## config.mk

```make
export PLATFORM = sky130hd
export DESIGN_NAME = alu_muldiv_flat
export DESIGN_NICKNAME = d
export VERILOG_FILES = /design/src/rtl/alu_muldiv_if.sv /design/src/rtl/alu_muldiv.sv /design/src/flat_wrapper.sv
export SDC_FILE = /design/constraint.sdc
export NUM_CORES = 1
export LEC_CHECK = 0
export BUFFER_PORTS_ARGS = -buffer_cell sky130_fd_sc_hd__buf_2
export CAP_MARGIN = 0
export CORE_MARGIN = 2
export CORE_UTILIZATION = 60
export DETAILED_ROUTE_END_ITERATION = 16
export PLACE_DENSITY = 0.8
export SYNTH_ARGS = -nofsm -noshare
export SYNTH_HDL_FRONTEND = slang
export SYNTH_SLANG_ARGS = --single-unit
```

## constraint.sdc

```tcl
create_clock -name clk -period 5.3 [get_ports clk]
set_input_delay 0.265 -clock clk [delete_from_list [all_inputs] [get_ports clk]]
set_output_delay 0.265 -clock clk [all_outputs]
set_load 0.03 [all_outputs]
```

## src/rtl/alu_muldiv_if.sv

```systemverilog
// Start/Busy/Done request bus between the EX stage and the multiply/divide unit.
interface alu_muldiv_if #(
  parameter int W        = 32,
  parameter int CTRL_LEN = 3
);
  logic                Start;
  logic [CTRL_LEN-1:0] MDCtrl;
  logic [W-1:0]        Op1;
  logic [W-1:0]        Op2;
  logic                Busy;
  logic                Done;
  logic [W-1:0]        Hi;
  logic [W-1:0]        Lo;

  modport master (output Start, MDCtrl, Op1, Op2, input Busy, Done, Hi, Lo);
  modport slave  (input Start, MDCtrl, Op1, Op2, output Busy, Done, Hi, Lo);
endinterface

```

## src/rtl/alu_muldiv.sv

```systemverilog
// Iterative MULT/MULTU/DIV/DIVU with HI/LO; W+1 edges per op, MTHI/MTLO in one edge, Start ignored while Busy.
// MULDIV_FAST_MUL_EN: single-cycle array multiply for MULT/MULTU (Hi/Lo written one edge after accept).
module alu_muldiv #(
  parameter int W        = 32,
  parameter int CTRL_LEN = 3
) (
  input  logic         clk,
  input  logic         rst,
  alu_muldiv_if.slave  md
);
  localparam logic [1:0] IDLE = 2'd0;
  localparam logic [1:0] RUN  = 2'd1;
  localparam logic [1:0] FIX  = 2'd2;
  localparam int CW = $clog2(W);

  logic [1:0]     state_q, state_d;
  logic [CW-1:0]  cnt_q, cnt_d;
  logic [2*W-1:0] acc_q, acc_d;
  logic [W-1:0]   mag_q, mag_d;
  logic           is_div_q, is_div_d;
  logic           neg_q, neg_d;
  logic           rneg_q, rneg_d;
  logic           div0_q, div0_d;
  logic [W-1:0]   hi_q, hi_d, lo_q, lo_d;
  logic           done_q, done_d;

  logic           sgn, sa, sb;
  logic [W-1:0]   absa, absb;
  logic [W:0]     rem, diff, sum;
  logic [W-1:0]   quo, rmd;

  assign sgn  = ~md.MDCtrl[0];
  assign sa   = sgn & md.Op1[W-1];
  assign sb   = sgn & md.Op2[W-1];
  assign absa = sa ? -md.Op1 : md.Op1;
  assign absb = sb ? -md.Op2 : md.Op2;

  // Restoring divide step: shift the next dividend bit into the partial remainder.
  assign rem  = {acc_q[2*W-1:W], acc_q[W-1]};
  assign diff = rem - {1'b0, mag_q};
  assign sum  = {1'b0, acc_q[2*W-1:W]} + ({(W+1){acc_q[0]}} & {1'b0, mag_q});
  assign quo  = acc_q[W-1:0];
  assign rmd  = acc_q[2*W-1:W];

`ifdef MULDIV_FAST_MUL_EN
  // Fast path keeps raw operands in acc_q and the signedness in neg_q.
  logic [2*W-1:0] fa, fb, fprod;
  assign fa    = neg_q ? {{W{acc_q[2*W-1]}}, acc_q[2*W-1:W]} : {{W{1'b0}}, acc_q[2*W-1:W]};
  assign fb    = neg_q ? {{W{acc_q[W-1]}}, acc_q[W-1:0]} : {{W{1'b0}}, acc_q[W-1:0]};
  assign fprod = fa * fb;
`else
  logic [2*W-1:0] mprod;
  assign mprod = neg_q ? -acc_q : acc_q;
`endif

  always_comb begin
    state_d  = state_q;
    cnt_d    = cnt_q;
    acc_d    = acc_q;
    mag_d    = mag_q;
    is_div_d = is_div_q;
    neg_d    = neg_q;
    rneg_d   = rneg_q;
    div0_d   = div0_q;
    hi_d     = hi_q;
    lo_d     = lo_q;
    done_d   = 1'b0;
    case (state_q)
      IDLE: begin
        if (md.Start) begin
          case (md.MDCtrl)
            CTRL_LEN'(0), CTRL_LEN'(1), CTRL_LEN'(2), CTRL_LEN'(3): begin
              is_div_d = md.MDCtrl[1];
              neg_d    = sa ^ sb;
              rneg_d   = sa;
              div0_d   = (md.Op2 == '0);
              cnt_d    = '0;
              state_d  = RUN;
              if (md.MDCtrl[1]) begin
                acc_d = {{W{1'b0}}, absa};
                mag_d = absb;
              end else begin
                acc_d = {{W{1'b0}}, absb};
                mag_d = absa;
`ifdef MULDIV_FAST_MUL_EN
                acc_d   = {md.Op1, md.Op2};
                neg_d   = sgn;
                state_d = FIX;
`endif
              end
            end
            CTRL_LEN'(4): hi_d = md.Op1;
            CTRL_LEN'(5): lo_d = md.Op1;
            default: ;
          endcase
        end
      end
      RUN: begin
        if (is_div_q) begin
          if (!diff[W]) acc_d = {diff[W-1:0], acc_q[W-2:0], 1'b1};
          else          acc_d = {rem[W-1:0], acc_q[W-2:0], 1'b0};
        end else begin
          acc_d = {sum, acc_q[W-1:1]};
        end
        cnt_d = cnt_q + 1'b1;
        if (cnt_q == CW'(W-1)) state_d = FIX;
      end
      FIX: begin
        if (is_div_q) begin
          lo_d = div0_q ? '1 : (neg_q ? -quo : quo);
          hi_d = rneg_q ? -rmd : rmd;
        end else begin
`ifdef MULDIV_FAST_MUL_EN
          {hi_d, lo_d} = fprod;
`else
          {hi_d, lo_d} = mprod;
`endif
        end
        done_d  = 1'b1;
        state_d = IDLE;
      end
      default: state_d = IDLE;
    endcase
  end

  always_ff @(posedge clk) begin
    if (rst) begin
      state_q  <= IDLE;
      cnt_q    <= '0;
      acc_q    <= '0;
      mag_q    <= '0;
      is_div_q <= 1'b0;
      neg_q    <= 1'b0;
      rneg_q   <= 1'b0;
      div0_q   <= 1'b0;
      hi_q     <= '0;
      lo_q     <= '0;
      done_q   <= 1'b0;
    end else begin
      state_q  <= state_d;
      cnt_q    <= cnt_d;
      acc_q    <= acc_d;
      mag_q    <= mag_d;
      is_div_q <= is_div_d;
      neg_q    <= neg_d;
      rneg_q   <= rneg_d;
      div0_q   <= div0_d;
      hi_q     <= hi_d;
      lo_q     <= lo_d;
      done_q   <= done_d;
    end
  end

  assign md.Busy = (state_q != IDLE);
  assign md.Done = done_q;
  assign md.Hi   = hi_q;
  assign md.Lo   = lo_q;
endmodule

```

## src/flat_wrapper.sv

```systemverilog
// flat-port wrapper written by rule: the top's interface ports become plain ports
module alu_muldiv_flat 
#(
  parameter int W        = 32,
  parameter int CTRL_LEN = 3
)
  (clk, rst, md_Start, md_MDCtrl, md_Op1, md_Op2, md_Busy, md_Done, md_Hi, md_Lo);
  alu_muldiv_if #(.W(W), .CTRL_LEN(CTRL_LEN)) md_i ();
  input  logic clk;
  input  logic rst;
  input wire logic [$bits(md_i.Start)-1:0] md_Start;
  input wire logic [$bits(md_i.MDCtrl)-1:0] md_MDCtrl;
  input wire logic [$bits(md_i.Op1)-1:0] md_Op1;
  input wire logic [$bits(md_i.Op2)-1:0] md_Op2;
  output wire logic [$bits(md_i.Busy)-1:0] md_Busy;
  output wire logic [$bits(md_i.Done)-1:0] md_Done;
  output wire logic [$bits(md_i.Hi)-1:0] md_Hi;
  output wire logic [$bits(md_i.Lo)-1:0] md_Lo;
  assign md_i.Start = md_Start;
  assign md_i.MDCtrl = md_MDCtrl;
  assign md_i.Op1 = md_Op1;
  assign md_i.Op2 = md_Op2;
  assign md_Busy = md_i.Busy;
  assign md_Done = md_i.Done;
  assign md_Hi = md_i.Hi;
  assign md_Lo = md_i.Lo;
  alu_muldiv #(.W(W), .CTRL_LEN(CTRL_LEN)) u_core (.clk(clk), .rst(rst), .md(md_i));
endmodule
```

* Yosys cells after proc, flatten, opt, wreduce, memory -nomap -nowiden
Index checks and enable logic that the tools add are counted.
** Word-level totals
- Flip-flop bits (word level) :: 172
- Latch bits :: 0
- RAM bits :: 0
- ROM bits :: 0
- Input bits :: 70
- Output and inout bits :: 66
- Logic and storage cells :: 78
- Memories :: 0
** Cells by class
- Add/sub/neg operators :: 8
- Multiply operators :: 0
- Div/mod/pow operators :: 0
- Order comparisons :: 0
- Equality and inequality tests :: 13
- Shifts and indexed selects :: 0
- Muxes and demuxes :: 29
- Bitwise logic cells :: 5
- Reduce and logical (&&, ||, !) cells :: 12
** Operators with widths (count)
- 32-bit 2-to-1 mux :: 13
- 64-bit 2-to-1 mux :: 5
- 32-bit negator :: 4
- 32-bit case mux with 2 select lines :: 2
- 64-bit case mux with 2 select lines :: 1
- 64-bit negator :: 1
- 32-bit by 33-bit adder with 33-bit output :: 1
- 33-bit by 32-bit AND with 33-bit output :: 1
- 33-bit by 32-bit subtractor with 33-bit output :: 1
- 32-bit zero test :: 1
- 3-bit AND reduction :: 5
- 5-bit 2-to-1 mux :: 2
- 5-bit case mux with 2 select lines :: 1
- 2-bit != test (second input constant) :: 4
- 3-bit by 2-bit == test with 1-bit output (second input constant) :: 2
- 3-bit == test (second input constant) :: 2
- 2-bit 2-to-1 mux :: 3
- 2-bit nonzero test :: 3
- 5-bit by 1-bit adder with 5-bit output (second input constant) :: 1
- 5-bit == test (second input constant) :: 1
- 2-bit case mux with 2 select lines :: 1
- 4-bit OR reduction :: 1
- 3-bit by 1-bit == test with 1-bit output (second input constant) :: 1
- 3-bit zero test :: 1
- 8 further kinds :: 9

* Logic depth before layout (Yosys ltp)
Gate-level depths: netlist of run 1.
- Depth after elaboration :: 7
- Mapped depth :: 14
- Gate-level depth less buffers :: 13

* Worst setup path after synthesis of run 1
No wires, ideal clock.
- Path kind :: register -> register
- From :: register u_core.acc_q[0]
- To :: register u_core.acc_q[58]
- Setup time :: 130 ps
- Data arrival time :: 2976 ps
- Required time :: 5170 ps
- Setup slack :: 2194 ps
- Stages on the path, launching flop included :: 14
- Path buffers :: 1
- Clock period less this slack :: 3106 ps
- Cell sequence :: dfxtp_1 -> inv_1 -> clkbuf_1 -> nor2_1 -> ha_1 -> o21ai_0 -> o21bai_1 -> a211oi_1 -> o31ai_1 -> a311oi_1 -> o21ai_0 -> a221o_1 -> mux2i_1 -> o211ai_1
** On the way
- Cells in the longest elaborated chain, start to end :: 4
** Ends and longest elaborated chain
- start: declaration :: line alu_muldiv.sv:18 : logic [2*W-1:0] acc_q, acc_d;
- start signal: assignment :: line alu_muldiv.sv:130 : acc_q <= '0;
- start signal: assignment :: line alu_muldiv.sv:142 : acc_q <= acc_d;
- 33-bit by 32-bit AND with 33-bit output :: line alu_muldiv.sv:41 : assign sum = {1'b0, acc_q[2*W-1:W]} + ({(W+1){acc_q[0]}} & {1'b0, mag_q});
- 32-bit by 33-bit adder with 33-bit output :: line alu_muldiv.sv:41
- 64-bit 2-to-1 mux :: line alu_muldiv.sv:99 : if (is_div_q) begin
- 64-bit case mux with 2 select lines :: line alu_muldiv.sv:68 : case (state_q)
Every way passes these cells.
A chain may end at the register's enable or synchronous reset.

* Worst setup path in the final report of run 1
- From :: register u_core.acc_q[0]
- To :: register u_core.hi_q[8] (netlist: u_core.md.Hi[8])
** On the way
- Cells in the longest elaborated chain, start to end :: 4
** Ends and longest elaborated chain
- 64-bit negator :: line alu_muldiv.sv:53 : assign mprod = neg_q ? -acc_q : acc_q;
- 64-bit 2-to-1 mux :: line alu_muldiv.sv:53
- 32-bit 2-to-1 mux :: line alu_muldiv.sv:109 : if (is_div_q) begin
- 32-bit case mux with 2 select lines :: line alu_muldiv.sv:68
- end signal: assignment :: line alu_muldiv.sv:148 : hi_q <= hi_d;
- end: declaration :: line alu_muldiv.sv:24 : logic [W-1:0] hi_q, hi_d, lo_q, lo_d;
Every way passes these cells.

==> flow_summary.ini, run 1 <==
[status]
status = completed

[cts]
clock_buffer_count_from_cts = 17
cts.sinks = 172
clock_tree.htree_level_count = 4
clock_transition_at_the_registers_of_the_reported_paths_ps = 80
cts.repair.resized = 0
clock-root-buffer = clkbuf_16
tritoncts = built
clk_path_buf_depth = 2
cts_post_setup_buffers_inserted = 0
worst_skew_pair.late_latency_ps = 460
cts_hold_repair.buffers = 0

[layout]
diodes = 0
post-route-util = 0.6672
final_net_count = 2217
area_growth_syn_to_layout_pct = 10.11
final_cell_mix = 251 x nor2_1, 202 x nand2_1, 194 x a21oi_1
fraction_of_final_layout_cells_sized_beyond_drive_strength_1 = 0.1169
mostFrequentLayoutCell = nor2_1

[global_route]
via_count_of_the_first_global_routing_pass = 14540
pin_count_of_the_biggest_net_entering_global_routing = 66
globalRoute.totalOverflow = 0
grt_util_all_layers = 0.4238
first_pass_grt_wire_length_um = 84930
antenna_violations_before_repair = 0

[timing]
rsz0062_at_grt = no
worst_slew_pin_slew_ps = 1220
timing_max_transition_violations_final = 0
final-setup-viol-count = 0
final.setup_skew_ps = 17.12
final.setup.tns_ps = 0
max-slew-margin-rel = 0.1866
achievable-frequency_ghz = 0.2474
whs_ps = 189.3
min_period_over_period = 0.7625
report.final.hold_viol_count = 0
final_period_minus_worst_setup_slack_ps = 4042
setup_slack_ps = 1259

[power_and_ir_drop]
intPower_mw = 2.572
power.share.sequential = 0.341
power.clock.fraction = 0.318
power_frac_comb = 0.341
leakage_nw = 6.477
power.net_switching_mw = 1.787
ir_worst_vdd_uv = 163.4
power_per_cell_area_mw_per_mm2 = 270.2
finalPower_mw = 4.359
sw_frac_of_total = 0.4099

[synth]
ys_seq_elements = 172
synth_ff_type = dfxtp_1
synth_area_per_cell_um2 = 7.263
ys_top_cells_by_area = dfxtp_1 24%, a21oi_1 6.6%, nor2_1 6.5%, ha_1 6.0%, xnor2_1 5.4%
yosys.area_share.xor_xnor = 0.09745
synth_simple_gate_area_frac = 0.2180
ys.warnings.count = 0
synthCells = 2017
synth-edff-count = 0
postSynth.asyncResetShare = 0
synth_fa_ha_area_frac = 0.06252
muxShareOfSynthArea = 0.04851
combinational_family_with_the_most_area_after_synthesis = compound AO/OA/AOI/OAI gates
synth_fp_nets = 2159
yosysUniqueCellTypes = 82
synth-compound-area-share = 0.2888
synth_top_area_cell = dfxtp_1
sequential_area_share_after_synthesis = 0.2350
yosysTopAreaCellShare = 0.2350
netlist_area_mm2 = 0.01465

[placed_design]
place_worst_setup_slack_ps = 1368
place.gp.congestion = 1.010
place_hpwl_um = 41950
port_buffers = 135

[setup_path]
worst_setup_path_end_kind = flop
crit_family = simple AND/OR/NAND/NOR gates
critical-path-top-cell-by-count = a21oi_1
worstSetupStartpointType = flop
path_buf_inv = 1
slowest_delay_ps = 770
crit_arrival_ps = 4360
crit_path_slowest_cell = nor4_1
timing.critical_path.required_ps = 5620
worst-setup-path-type = reg -> reg
cp_cell_sequence = inv_1, ha_1, nor2b_1, nand4_1, nor4_1, a21oi_1, o21ai_0, xor2_1, a211oi_1, a21oi_1, nor2_1
path_max_fanout = 19

[die]
num_io_pins = 136
row_count = 57
design.core.area_mm2 = 0.02418
dieWidth_um = 160.3
die-area_mm2 = 0.02568
start_util = 0.6060
die_h_um = 160.3

[drt]
dr_wl_cell_um = 23.09
detailedRoute.firstIterationViolations = 2384
detailroute.via_count = 16400
ant_nets = 0
average_vias_per_placed_instance = 6.798
route.detailed.drc = 0
wl_um = 55700
first_pass_iteration_count_of_the_detailed_router = 6

[job]
drv.max_cap_violation_count = 0

[hold_path]
hold_path.class = in -> reg
[layout make-up]
cell class              count  area [um2]
repair buffers            165       903.4
clock inverters            15       210.2
inverters                  64       240.2
clock buffers              17       425.4
flip-flops and latches    172        3445
fillers                  2187        8045
multi-input cells        1655       10500
well taps                 324       405.4
[power by group through the flow]
stage          clock network (mW)  logic (mW)  registers (mW)
2_1_floorplan                   0        1.00            1.48
3_3_place_gp                    0        1.41            1.50
3_5_place_dp                    0        1.42            1.51
4_1_cts                      1.38        1.43            1.48
5_1_grt                      1.43        1.59            1.49
6_report                     1.39        1.49            1.49
[per-layer routing]
layer	part of all wire	global-route usage	up-vias
met5	0	0	-
met1	0.40	0.5942	7613
li1	-	-	7443
met2	0.41	0.6106	1157
met4	0.045	0.1728	0
met3	0.14	0.1197	184
[state kept, by name, summed over array words and instances, names as in the netlist, 2 cells and up]
register and cells:
u_core.acc_q 64, u_core.mag_q 32, u_core.cnt_q 5, u_core.md.Hi 32, u_core.md.Lo 32, u_core.state_q 2
[cells in the mapped netlist, drive strengths merged (4+ instances only)]
library cell	n
a2111oi	5
a211o	6
a211oi	57
a21boi	4
a21o	28
a21oi	194
a22oi	19
a311oi	12
a31oi	24
a32oi	6
and2	7
and3	14
buf	25
clkbuf	101
dfxtp	172
ha	70
inv	63
mux2	8
mux2i	62
nand2	202
nand2b	24
nand3	36
nand4	13
nor2	256
nor2b	16
nor3	59
nor3b	5
nor4	17
o211ai	31
o21a	14
o21ai	136
o21bai	8
o221ai	24
o22a	4
o22ai	11
o311ai	4
o31ai	31
o41ai	12
or2	9
or3	15
or4	13
xnor2	90
xor2	73
[final timing paths]
path,startpoint,end,slack (ps),cells past startpoint
worst max-delay path,u_core.acc_q[0],u_core.md.Hi[8],1260,11
worst min-delay path,md_Op1[28],u_core.md.Hi[28],190,3
worst max register to register,u_core.acc_q[0],u_core.md.Hi[8],1260,11
worst min register to register,u_core.md.Lo[7],u_core.md.Lo[7],450,2
[cell families (layout without fill, tap and decap cells)]
kind of cell             after synthesis  count (layout)
AND/OR/NAND/NOR                      694             694
AO/OA/AOI/OAI                        656             656
buffers and inverters                190             261
flip-flops                           172             172
adder cells (fa/ha/maj)               72              72
multiplexers                          70              70
XOR/XNOR                             163             163
[per-stage QoR]
stage,instance area (um2),std cells
finish,16130,2412
global route,16130,2412
CTS,16130,2412
detailed placement,15500,2380
global placement,15500,2380
floorplan,14650,2017
[worst register-to-register path, cell delays in order (launching register included)]
cell and delay, ps:
dfxtp_1 390, inv_1 520, ha_1 300, nor2b_1 260, nand4_1 290, nor4_1 770, a21oi_1 580, o21ai_0 360
xor2_1 160, a211oi_1 80, a21oi_1 150, nor2_1 50
No activity file was read; power rests on OpenSTA's default activity.
==> inputs of run 2 (changes only) <==
--- a/config.mk
+++ b/config.mk
@@ -8,9 +8,9 @@
 export BUFFER_PORTS_ARGS = -buffer_cell sky130_fd_sc_hd__buf_2
 export CAP_MARGIN = 0
 export CORE_MARGIN = 2
-export CORE_UTILIZATION = 60
+export CORE_UTILIZATION = 56
 export DETAILED_ROUTE_END_ITERATION = 16
-export PLACE_DENSITY = 0.8
+export PLACE_DENSITY = 0.79
 export SYNTH_ARGS = -nofsm -noshare
 export SYNTH_HDL_FRONTEND = slang
 export SYNTH_SLANG_ARGS = --single-unit
==> constraint.sdc (replaced) <==
create_clock -name clk -period 3.4 [get_ports clk]
set_input_delay 0.17 -clock clk [delete_from_list [all_inputs] [get_ports clk]]
set_output_delay 0.17 -clock clk [all_outputs]
set_load 0.03 [all_outputs]
==> run 2 against run 1 <==
Compared with the run above:
- design area is 3.1% higher
- sequential share of layout area is 0.64 points lower
- routed wire length is 1.7% lower
- critical endpoint is now u_core.acc_q[59]
- first-iteration DRC count is 7.4% higher
- largest power group is now combinational cells
==> flow_summary.ini, run 2 (synthesized netlist as in run 1, its figures left out) <==
[die]
die-area_mm2 = 0.02747
num_io_pins = 136
die_h_um = 165.7
dieWidth_um = 165.7
design.core.area_mm2 = 0.02584
row_count = 59
start_util = 0.5670

[job]
drv.max_cap_violation_count = 0

[global_route]
via_count_of_the_first_global_routing_pass = 14760
grt_util_all_layers = 0.3833
pin_count_of_the_biggest_net_entering_global_routing = 64
first_pass_grt_wire_length_um = 83800
globalRoute.totalOverflow = 0
antenna_violations_before_repair = 0

[layout]
post-route-cell-area_mm2 = 0.01663
area_growth_syn_to_layout_pct = 13.49
mostFrequentLayoutCell = nor2_1
fillerInstances = 2336
largest_reg_flops = 64
final_net_count = 2271
post-route-util = 0.6435
registers.top_by_ff_count = u_core.acc_q
fin_cells = 2477
multiInputGateArea_mm2 = 0.01057
fraction_of_final_layout_cells_sized_beyond_drive_strength_1 = 0.1443
final_cell_mix = 251 x nor2_1, 202 x nand2_1, 192 x a21oi_1
final-seq-area_mm2 = 0.003445
diodes = 0

[power_and_ir_drop]
intPower_mw = 4.066
ir_worst_vdd_uv = 387.4
power_per_cell_area_mw_per_mm2 = 410.5
finalPower_mw = 6.826
leakage_nw = 6.764
power.clock.fraction = 0.313
power.share.sequential = 0.336
power_frac_comb = 0.351
sw_frac_of_total = 0.4044
power.net_switching_mw = 2.760

[timing]
rsz0062_at_grt = yes
final.setup_skew_ps = 16.91
max-slew-margin-rel = 0.3235
timing_max_transition_violations_final = 0
worst_slew_pin_slew_ps = 1011
report.final.hold_viol_count = 0
achievable-frequency_ghz = 0.3089
final_period_minus_worst_setup_slack_ps = 3238
min_period_over_period = 0.9522
final-setup-viol-count = 0

[setup_path]
worst_setup_path_end_kind = flop
crit_arrival_ps = 3610
slowest_delay_ps = 380
path_max_fanout = 4
worstSetupStartpointType = flop
path_buf_inv = 2
crit_family = compound AO/OA/AOI/OAI gates
crit_path_slowest_cell = dfxtp_1
timing.critical_path.required_ps = 3770
cp_cell_sequence = and2_1, ha_1, inv_1, fa_1, nand2b_1, a21o_1, a211o_1, a21oi_1, buf_4, o21a_1, a21oi_1, nor3b_1, a311oi_2, a211oi_1
critical-path-top-cell-by-count = a21oi_1
worst-setup-path-type = reg -> reg

[cts]
cts_hold_repair.buffers = 0
clock-root-buffer = clkbuf_16
tritoncts = built
cts.sinks = 172
clock_buffer_count_from_cts = 17
clock_transition_at_the_registers_of_the_reported_paths_ps = 80
clock_tree.htree_level_count = 4
worst_skew_pair.late_latency_ps = 460
clk_path_buf_depth = 2

[placed_design]
numPlacedInstances = 2443
place_hpwl_um = 41830
place.gp.congestion = 0.9911
placed_cell_area_mm2 = 0.01591
port_buffers = 135

[drt]
detailedRoute.firstIterationViolations = 2561
wl_um = 54740
average_vias_per_placed_instance = 6.621
dr_wl_cell_um = 22.10
ant_nets = 0
first_pass_iteration_count_of_the_detailed_router = 6
route.detailed.drc = 0
detailroute.via_count = 16400

[hold_path]
hold_path.class = in -> reg

[status]
status = completed
run 2: repair_timing:
| action | CTS | global route |
|---|---|---|
| buffers inserted | 0 | 2 |
| resized for setup | 0 | 16 |
| setup endpoints to repair | 0 | 48 |
run 2: final cells by class:
type | count | share of cell area
multi-input cells | 1655 | 0.6358
clock inverters | 15 | 0.01234
flip-flops and latches | 172 | 0.2072
clock buffers | 17 | 0.02559
inverters | 64 | 0.01445
well taps | 335 | 0.02521
repair buffers | 219 | 0.07946
run 2: path summary, 6_finish.rpt:
check,slack (ps),cells after the start,start,endpoint
max,160,14,u_core.acc_q[0],u_core.acc_q[59]
min,100,3,md_Op1[28],u_core.md.Hi[28]
max reg2reg,160,14,u_core.acc_q[0],u_core.acc_q[59]
min reg2reg,450,2,u_core.md.Lo[19],u_core.md.Lo[19]
run 2: worst register-to-register path: stages (launching register included):
cell	delay, ps
dfxtp_1	380
and2_1	140
ha_1	200
inv_1	80
fa_1	380
nand2b_1	240
a21o_1	230
a211o_1	340
a21oi_1	160
buf_4	160
o21a_1	170
a21oi_1	90
nor3b_1	270
a311oi_2	100
a211oi_1	240
run 2: stage by stage:
stage	hold slack [ps]	setup slack, ps	TNS [ps]
final	100.6	162.4	0
after global routing	115.2	-83.54	-83.54
after CTS	100.8	9.416	0
after detailed placement	441.4	39.10	0
after global placement	436.8	103.4	0
after floorplan	329.6	294.0	0
run 2: routing by layer:
layer | GRT usage | part of all wire
met1 | 0.5402 | 0.41
met4 | 0.1584 | 0.042
met5 | 0 | 0
met2 | 0.5652 | 0.42
met3 | 0.08580 | 0.13
run 2: power by group through the flow:
stage               Clock (mW)  Sequential, mW  Combinational, mW
floorplan                    0            2.30               1.56
global placement             0            2.32               2.25
detailed placement           0            2.33               2.27
CTS                       2.12            2.28               2.29
global route              2.18            2.31               2.56
finish                    2.13            2.30               2.39
==> inputs of run 3 (changes only) <==
==> constraint.sdc (replaced) <==
create_clock -name clk -period 2.9 [get_ports clk]
set_input_delay 0.145 -clock clk [delete_from_list [all_inputs] [get_ports clk]]
set_output_delay 0.145 -clock clk [all_outputs]
set_load 0.03 [all_outputs]
==> run 3 against run 2 <==
Compared with the run above:
- the run now ends with negative setup slack left
- final cell count grew 8.6%
- die area unchanged
- non-clock buffer count grew 211
- routed wire length increased by 11%
- worst hold slack got worse by 47 ps
- core utilization increased by 8.6 points
- sequential share of layout area down 2.4 points
- combinational power is 54% higher
- clock power increased by 12%
- clock skew barely moved
- design area is 13% higher
- highest routed layer unchanged
==> flow_summary.ini, run 3 (synthesized netlist as in run 1, its figures left out) <==
[status]
status = finished, violations left
violations = negative setup slack

[global_route]
via_count_of_the_first_global_routing_pass = 16010
antenna_violations_before_repair = 0
globalRoute.totalOverflow = 0
pin_count_of_the_biggest_net_entering_global_routing = 95
first_pass_grt_wire_length_um = 91340
grt_util_all_layers = 0.4217

[placed_design]
port_buffers = 135
place_worst_setup_slack_ps = -358.6
numPlacedInstances = 2630
place.gp.congestion = 1.108
place_hpwl_um = 46170

[timing]
max-slew-margin-rel = 0.2914
final_period_minus_worst_setup_slack_ps = 3001
report.final.hold_viol_count = 0
final.setup_skew_ps = 17.11
rsz0062_at_grt = yes
achievable-frequency_ghz = 0.3333
min_period_over_period = 1.035
setup_slack_ps = -100.5
timing_max_transition_violations_final = 0
final-setup-viol-count = 8
worst_slew_pin_slew_ps = 1062

[die]
die-area_mm2 = 0.02747
row_count = 59
start_util = 0.5670
design.core.area_mm2 = 0.02584
die_h_um = 165.7
num_io_pins = 136
dieWidth_um = 165.7

[setup_path]
worst_setup_path_end_kind = flop
path_max_fanout = 15
timing.critical_path.required_ps = 3230
worst-setup-path-type = reg -> reg
crit_arrival_ps = 3330
worstSetupStartpointType = flop

[drt]
wl_um = 60740
detailroute.via_count = 17490
detailedRoute.firstIterationViolations = 2477
route.detailed.drc = 0
average_vias_per_placed_instance = 6.503
dr_wl_cell_um = 22.59
first_pass_iteration_count_of_the_detailed_router = 6
ant_nets = 0

[layout]
fillerInstances = 2140
final-seq-area_mm2 = 0.003460
largest_reg_flops = 64
multiInputGateArea_mm2 = 0.01113
final_cell_mix = 280 x buf_4, 249 x nor2_1, 198 x nand2_1
fin_cells = 2689
registers.top_by_ff_count = u_core.acc_q
fraction_of_final_layout_cells_sized_beyond_drive_strength_1 = 0.2648
final_net_count = 2482
area_growth_syn_to_layout_pct = 28.69
mostFrequentLayoutCell = buf_4

[cts]
clock_buffer_count_from_cts = 17
clk_path_buf_depth = 2
cts.sinks = 172
worst_skew_pair.late_latency_ps = 450
clock_tree.htree_level_count = 4
cts_hold_repair.buffers = 0
clock_transition_at_the_registers_of_the_reported_paths_ps = 80
tritoncts = built
clock-root-buffer = clkbuf_16

[power_and_ir_drop]
sw_frac_of_total = 0.4019
power.share.sequential = 0.304
intPower_mw = 5.206
power_frac_comb = 0.422
power_per_cell_area_mw_per_mm2 = 461.7
leakage_nw = 7.860
power.net_switching_mw = 3.499
power.clock.fraction = 0.273
ir_worst_vdd_uv = 306.9

[job]
drv.max_cap_violation_count = 0

[hold_path]
hold_path.class = in -> reg
-- run 3: cell types whose count changed in the layout (fill, tap and decap cells not counted), moves of 10 or more --
cell	change
a21oi_2	+12
o21ai_1	+11
buf_4	+196
dfxtp_1	-10
a21oi_1	-15
ha_1	-13
o21ai_0	-18
-- run 3: repair_timing --
action,4_1_cts,5_1_grt
buffers inserted,13,13
pin swaps,26,70
endpoints found under the hold margin,0,0
gates cloned,0,0
resized for setup,58,110
setup endpoints to repair,48,63
-- run 3: worst paths after layout --
path | to | startpoint | cells past startpoint | slack (ps)
setup / recovery | u_core.acc_q[60] | u_core.acc_q[0] | 12 | -100
hold reg to reg | u_core.md.Lo[0] | u_core.md.Lo[0] | 2 | 450
hold / removal | u_core.md.Hi[28] | md_Op1[28] | 3 | 50
setup reg to reg | u_core.acc_q[60] | u_core.acc_q[0] | 12 | -100
-- run 3: final cells by class --
type | count | share of cell area
multi-input combinational | 1655 | 0.5906
sequential | 172 | 0.1835
timing repair buffer | 430 | 0.1596
clock buffer | 18 | 0.02329
tap | 335 | 0.02223
inverter | 64 | 0.01274
clock inverter | 14 | 0.007898
antenna | 1 | 0.0001327
-- run 3: worst max-delay path, stage by stage, from the launching register on --
cell and delay [ps]:
dfxtp_4 380, inv_2 80, buf_12 160, nor2_1 180, ha_1 290, a21oi_1 240
o21ai_0 120, a21o_1 190, a21boi_0 370, o211ai_1 310, a21oi_1 250, xor2_1 190
o211ai_1 100
-- run 3: power by group through the flow --
stage / combinational, mW / clock (mW) / sequential [mW]
floorplan: 1.84 / 0 / 2.70
global placement: 3.20 / 0 / 2.67
detailed placement: 3.23 / 0 / 2.68
CTS: 3.38 / 2.38 / 2.63
global route: 3.90 / 2.46 / 2.66
finish: 3.68 / 2.38 / 2.65
-- run 3: through the flow --
step	total power, mW	utilization	TNS [ps]	hold WS, ps	area (um2)
after floorplan	4.541	-	0	304.6	14680
after detailed placement	5.916	0.6726	-7084	443.4	17380
after global routing	9.013	0.7296	-2294	46.69	18850
after global placement	5.875	0.6726	-4746	433.8	17380
after CTS	8.388	0.7091	-26.34	18.74	18320
final	8.705	0.7297	-440.9	53.39	18850
-- run 3: metal layers --
layer,track usage,part of all wire
met1,0.5926,0.41
met2,0.6101,0.41
met3,0.1223,0.13
met4,0.1588,0.042
met5,0,0
